[config.mk]
export PLATFORM = sky130hd
export DESIGN_NAME = psum_out_fifo
export DESIGN_NICKNAME = d
export VERILOG_FILES = /design/src/rtl/psum_out_fifo.sv
export SDC_FILE = /design/constraint.sdc
export NUM_CORES = 2
export LEC_CHECK = 0
export BUFFER_PORTS_ARGS = -buffer_cell sky130_fd_sc_hd__buf_2
export CAP_MARGIN = 20
export CORE_MARGIN = 1.5
export CORE_UTILIZATION = 45
export DETAILED_ROUTE_END_ITERATION = 6
export PLACE_DENSITY = 0.58
export SETUP_SLACK_MARGIN = 0.1
export SLEW_MARGIN = 20
export SYNTH_ARGS = -nofsm -noshare
export SYNTH_HDL_FRONTEND = slang
export SYNTH_SLANG_ARGS = --single-unit
[constraint.sdc]
create_clock -name clk -period 4.96 [get_ports clk]
set_clock_uncertainty 0.05 [all_clocks]
set_input_delay 0.248 -clock clk [delete_from_list [all_inputs] [get_ports clk]]
set_output_delay 0.248 -clock clk [all_outputs]
set_load 0.01 [all_outputs]
[src/rtl/psum_out_fifo.sv]
// Per-column partial-sum capture FIFOs; rows are released column-aligned once every lane holds a word.
// Write-to-out latency 1 cycle (first-word-fall-through); backpressure via o_ready, writes to a full lane are dropped and flagged sticky.

module psum_lane_fifo #(
    parameter int width = 16,
    parameter int depth = 16
) (
    input  logic             clk,
    input  logic             reset,
    input  logic             push,
    input  logic [width-1:0] push_dat,
    input  logic             pop,
    output logic [width-1:0] head,
    output logic             nonempty,
    output logic             full,
    output logic             drop
);
    localparam int aw = $clog2(depth);
    localparam logic [aw:0] full_cnt = (aw+1)'(depth);

    logic [width-1:0] mem [depth];
    logic [aw-1:0]    wptr;
    logic [aw-1:0]    rptr;
    logic [aw:0]      cnt;
    logic             push_ok;
    logic             pop_ok;

    assign nonempty = (cnt != '0);
    assign full     = (cnt == full_cnt);
    assign pop_ok   = pop && nonempty;
    // A pop in the same cycle frees the slot a full lane needs for this write.
    assign push_ok  = push && (!full || pop_ok);
    assign drop     = push && !push_ok;
    assign head     = mem[rptr];

    always_ff @(posedge clk) begin
        if (push_ok) begin
            mem[wptr] <= push_dat;
        end
    end

    always_ff @(posedge clk) begin
        if (reset) begin
            wptr <= '0;
            rptr <= '0;
            cnt  <= '0;
        end else begin
            if (push_ok) begin
                wptr <= wptr + aw'(1);
            end
            if (pop_ok) begin
                rptr <= rptr + aw'(1);
            end
            case ({push_ok, pop_ok})
                2'b10:   cnt <= cnt + (aw+1)'(1);
                2'b01:   cnt <= cnt - (aw+1)'(1);
                default: cnt <= cnt;
            endcase
        end
    end
endmodule

module psum_out_fifo #(
    parameter int col     = 8,
    parameter int psum_bw = 16,
    parameter int depth   = 16
) (
    input  logic                   clk,
    input  logic                   reset,
    input  logic [psum_bw*col-1:0] in,
    input  logic [col-1:0]         wr,
    input  logic                   rd,
    output logic [psum_bw*col-1:0] out,
    output logic                   o_valid,
    output logic                   o_full,
    output logic                   o_ready,
    output logic                   o_overflow
);
    logic [psum_bw-1:0] head [col];
    logic [col-1:0]     lane_nonempty;
    logic [col-1:0]     lane_full;
    logic [col-1:0]     lane_drop;
    logic               pop;
    logic               overflow_q;

    // All lanes pop together so the downstream writer always sees aligned rows.
    assign pop = rd && o_valid;

    for (genvar i = 0; i < col; i++) begin : g_lane
        psum_lane_fifo #(
            .width (psum_bw),
            .depth (depth)
        ) u_lane (
            .clk      (clk),
            .reset    (reset),
            .push     (wr[i]),
            .push_dat (in[psum_bw*i +: psum_bw]),
            .pop      (pop),
            .head     (head[i]),
            .nonempty (lane_nonempty[i]),
            .full     (lane_full[i]),
            .drop     (lane_drop[i])
        );

        assign out[psum_bw*i +: psum_bw] = o_valid ? head[i] : '0;
    end

    assign o_valid    = &lane_nonempty;
    assign o_full     = |lane_full;
    assign o_ready    = ~o_full;
    assign o_overflow = overflow_q;

    always_ff @(posedge clk) begin
        if (reset) begin
            overflow_q <= 1'b0;
        end else if (|lane_drop) begin
            overflow_q <= 1'b1;
        end
    end
endmodule

==> reports/results.ini <==
[hold_path]
hp-class = in -> reg
worstHoldStart = in[27]
min_to = g_lane[1].u_lane.mem[0][11]
min_delay_path_depth = 2

[floorplan]
die_w_um = 438
core_mm2 = 0.188
die-height_um = 438
num_rows = 159
start_util_pct = 45.4
pin_count = 271
die_area_mm2 = 0.192

[cells_and_area]
multi_input_area_mm2 = 0.0202
final_cell_mix = edfxtp_1 (2048), mux4_2 (640), buf_2 (269), clkbuf_16 (224), buf_4 (188)
n_fill_cell = 14600
design_area_mm2 = 0.0991
final_nets = 4771
register_area_mm2 = 0.0643
drive_gt1_share_pct = 31.7
final_common_cell = edfxtp_1
area_delta_synth_final_pct = 16.2

[logic_synthesis]
synth_edf_count = 2048
ys_types = 56
synth_nets = 4160
yosys.area.top_type_share_pct = 72.1
async_reset_ff_share_pct = 0
yosys-top-cells-area = edfxtp_1 (72%), mux4_2 (17%), dfxtp_1 (3.2%), and2_1 (1.4%), ha_1 (1.0%)
ys_ff_latch = 2185
synth_flop_cell = edfxtp_1
synth_seq_area_share_pct = 75.3
yosysTopAreaCell = edfxtp_1
ys_warn_count = 0
syn_area_per_cell_um2 = 21.6
syn_inst = 3950
netlist_area_mm2 = 0.0853

[placement]
placed_cell_area_mm2 = 0.0906
dp_hpwl_mm = 112
globalplace.congestion = 0.765
port_buffers = 270

[outcome]
status = complete, no violations

[clock_tree]
htreeDepth = 4
clk_latency_ns = 0.85
cts_buffers = 221
cts_root_buffer = clkbuf_16
cts_tree = built
clock_path_buffers = 3
clk_pin_slew_worst_paths_ns = 0.06
clkSinkCount = 2185
post_cts_resize_count = 0
post-cts-setup-buffers = 0
cts_hold_buf = 141

[timing]
relSlewSlack_pct = 29.5
finalMaxSlewViolations = 0
clock.fmax_ghz = 0.222
period_needed_ns = 4.49
setup_violations = 0
finalCritPeriodShare_pct = 90.6
rsz0062_at_grt = false
tns_ns = 0
finalHoldViolCount = 0
worstMarginPinSlew_ns = 1.06

[detailed_routing]
drc_errors = 0
vias_per_cell = 5.57
num_vias = 40400
wire_per_inst_um = 26.3
drtIter0Drc = 3145
antenna_left = 0
drt_pass1_iterations = 5
wirelength_mm = 191

[pwr]
p_switching_uw = 7560
power_density_mw_per_mm2 = 378
pwr-share-seq_pct = 54.5
combPwrFrac_pct = 2.6
pwr-share-clk_pct = 42.9
peakVddDrop_uv = 285
p_int_uw = 29900
netSwitchingFraction_pct = 20.2
p_leak_uw = 0.0318

[global_route]
track_usage_pct = 19.9
grt-ovfl-total = 0
grt_pass1_vias = 41600
grt_pass1_wl_mm = 280
antenna_found_initial = 16
grt_start_max_net_pins = 65

[setup_path]
setup.worst_path.end_class = flip-flop
critPathKind = reg -> reg
regToRegEndpoint = g_lane[1].u_lane.cnt[4]
critPathLaunch = g_lane[1].u_lane.cnt[1]
start_kind = flip-flop
rr_worst_depth = 16
r2r-start = g_lane[1].u_lane.cnt[1]
crit_fanout = 38
reg2reg_slack_ns = 0.47
crit_arrival_ns = 5.22
cp_data_required_time_ns = 5.69

[flow_run]
drv_cap = 0

-- metrics by stage --
step | utilization, % | cells | power, uW | hold WS (ns) | setup WS [ns]
global placement | 48.2 | 6691 | 21700 | 0.385 | 0.524
detailed placement | 48.2 | 6691 | 21700 | 0.408 | 0.458
CTS | 52.7 | 7242 | 37900 | 0.185 | 0.449
finish | 52.7 | 7249 | 37400 | 0.253 | 0.465
floorplan | - | 3950 | 21200 | 0.297 | 1.01
global route | 52.7 | 7247 | 38600 | 0.220 | 0.171
-- synth_stat cells (all sizes together), types with 3 or more instances --
| master | number |
|---|---|
| o21a | 6 |
| a21o | 11 |
| or2 | 4 |
| mux2 | 7 |
| ha | 69 |
| o21ai | 37 |
| nand4 | 4 |
| nor4 | 15 |
| xnor2 | 25 |
| xor2 | 35 |
| inv | 48 |
| and3 | 12 |
| nor3 | 33 |
| nand2 | 62 |
| a22oi | 7 |
| a21oi | 72 |
| clkinv | 3 |
| o31ai | 7 |
| or4 | 7 |
| edfxtp | 2048 |
| nor3b | 8 |
| a31o | 3 |
| mux4 | 640 |
| nor2 | 110 |
| nor4b | 5 |
| clkbuf | 130 |
| o22a | 5 |
| or3 | 26 |
| a22o | 5 |
| dfxtp | 137 |
| a21boi | 5 |
| nand3 | 39 |
| and2 | 187 |
| o22ai | 7 |
| nand2b | 14 |
| mux2i | 14 |
| buf | 86 |
| o32ai | 4 |
| nor2b | 4 |
-- state kept, by name, indices dropped and copies added, names as in the netlist, named ones only --
| register | flops |
|---|---|
| g_lane.u_lane.wptr | 32 |
| g_lane.u_lane.rptr | 32 |
| g_lane.u_lane.mem | 2048 |
| g_lane.u_lane.cnt | 40 |
| o_overflow | 1 |
-- layout make-up --
cell class                      count  share of cell area [%]
Clock buffer                      279                    5.95
Sequential cell                  2185                    64.9
Inverter                           51                   0.201
Antenna cell                        6                  0.0151
Timing Repair Buffer              604                    4.33
Multi-Input combinational cell   1498                    20.4
Tap cell                         2495                    3.15
Clock inverter                    131                    1.14
-- power groups by stage --
| stage | Clock [uW] | Combinational (uW) | Sequential (uW) |
|---|---|---|---|
| final | 16100 | 955 | 20400 |
| after global routing | 17200 | 1050 | 20400 |
| after CTS | 16500 | 979 | 20400 |
| after detailed placement | 0 | 879 | 20800 |
| after global placement | 0 | 859 | 20800 |
| after floorplan | 0 | 376 | 20800 |
-- critical path, cell delays in order, from the launching register on --
cell and delay [ns]:
dfxtp_1 0.47, nor4_1 0.14, a22o_1 0.24, or4_1 0.64
inv_8 0.12, buf_4 0.49, a21o_2 0.31, nand2_1 0.12
ha_1 0.32, xor2_1 0.19, ha_1 0.24, o21a_1 0.18
o22a_1 0.19, a21oi_1 0.17, xor2_1 0.09, or3_1 0.32
a21oi_1 0.13
-- logic make-up after synthesis --
group                      count (synthesis)  share of synthesized area [%]
AOI/OAI and AO/OA                        173                           1.24
xor gates and xnor gates                  60                          0.616
adders and majority gates                 71                           1.06
buffers and inverters                    267                           1.23
DFF                                     2185                           75.3
muxes                                    661                           17.2
and+or+nand+nor                          533                           3.35
-- routing by layer --
metal,up-vias,global-route usage (%),wire length (um)
met2,971,32.4,93300
met3,269,3.33,9090
met4,10,5.66,4610
li1,17600,-,-
met1,21600,28.0,83500
met5,-,0,49
-- worst max-delay path by stage --
stage / cells past startpoint / slack [ns] / endpoint
after floorplan: 10 / 1.01 / g_lane[0].u_lane.mem[3][0]
after global placement: 16 / 0.52 / g_lane[1].u_lane.cnt[4]
final: 16 / 0.47 / g_lane[1].u_lane.cnt[4]
after global routing: 16 / 0.17 / g_lane[5].u_lane.cnt[4]
after detailed placement: 16 / 0.46 / g_lane[1].u_lane.cnt[4]
after CTS: 16 / 0.45 / g_lane[1].u_lane.cnt[4]
(Power assumes the default switching activity.)
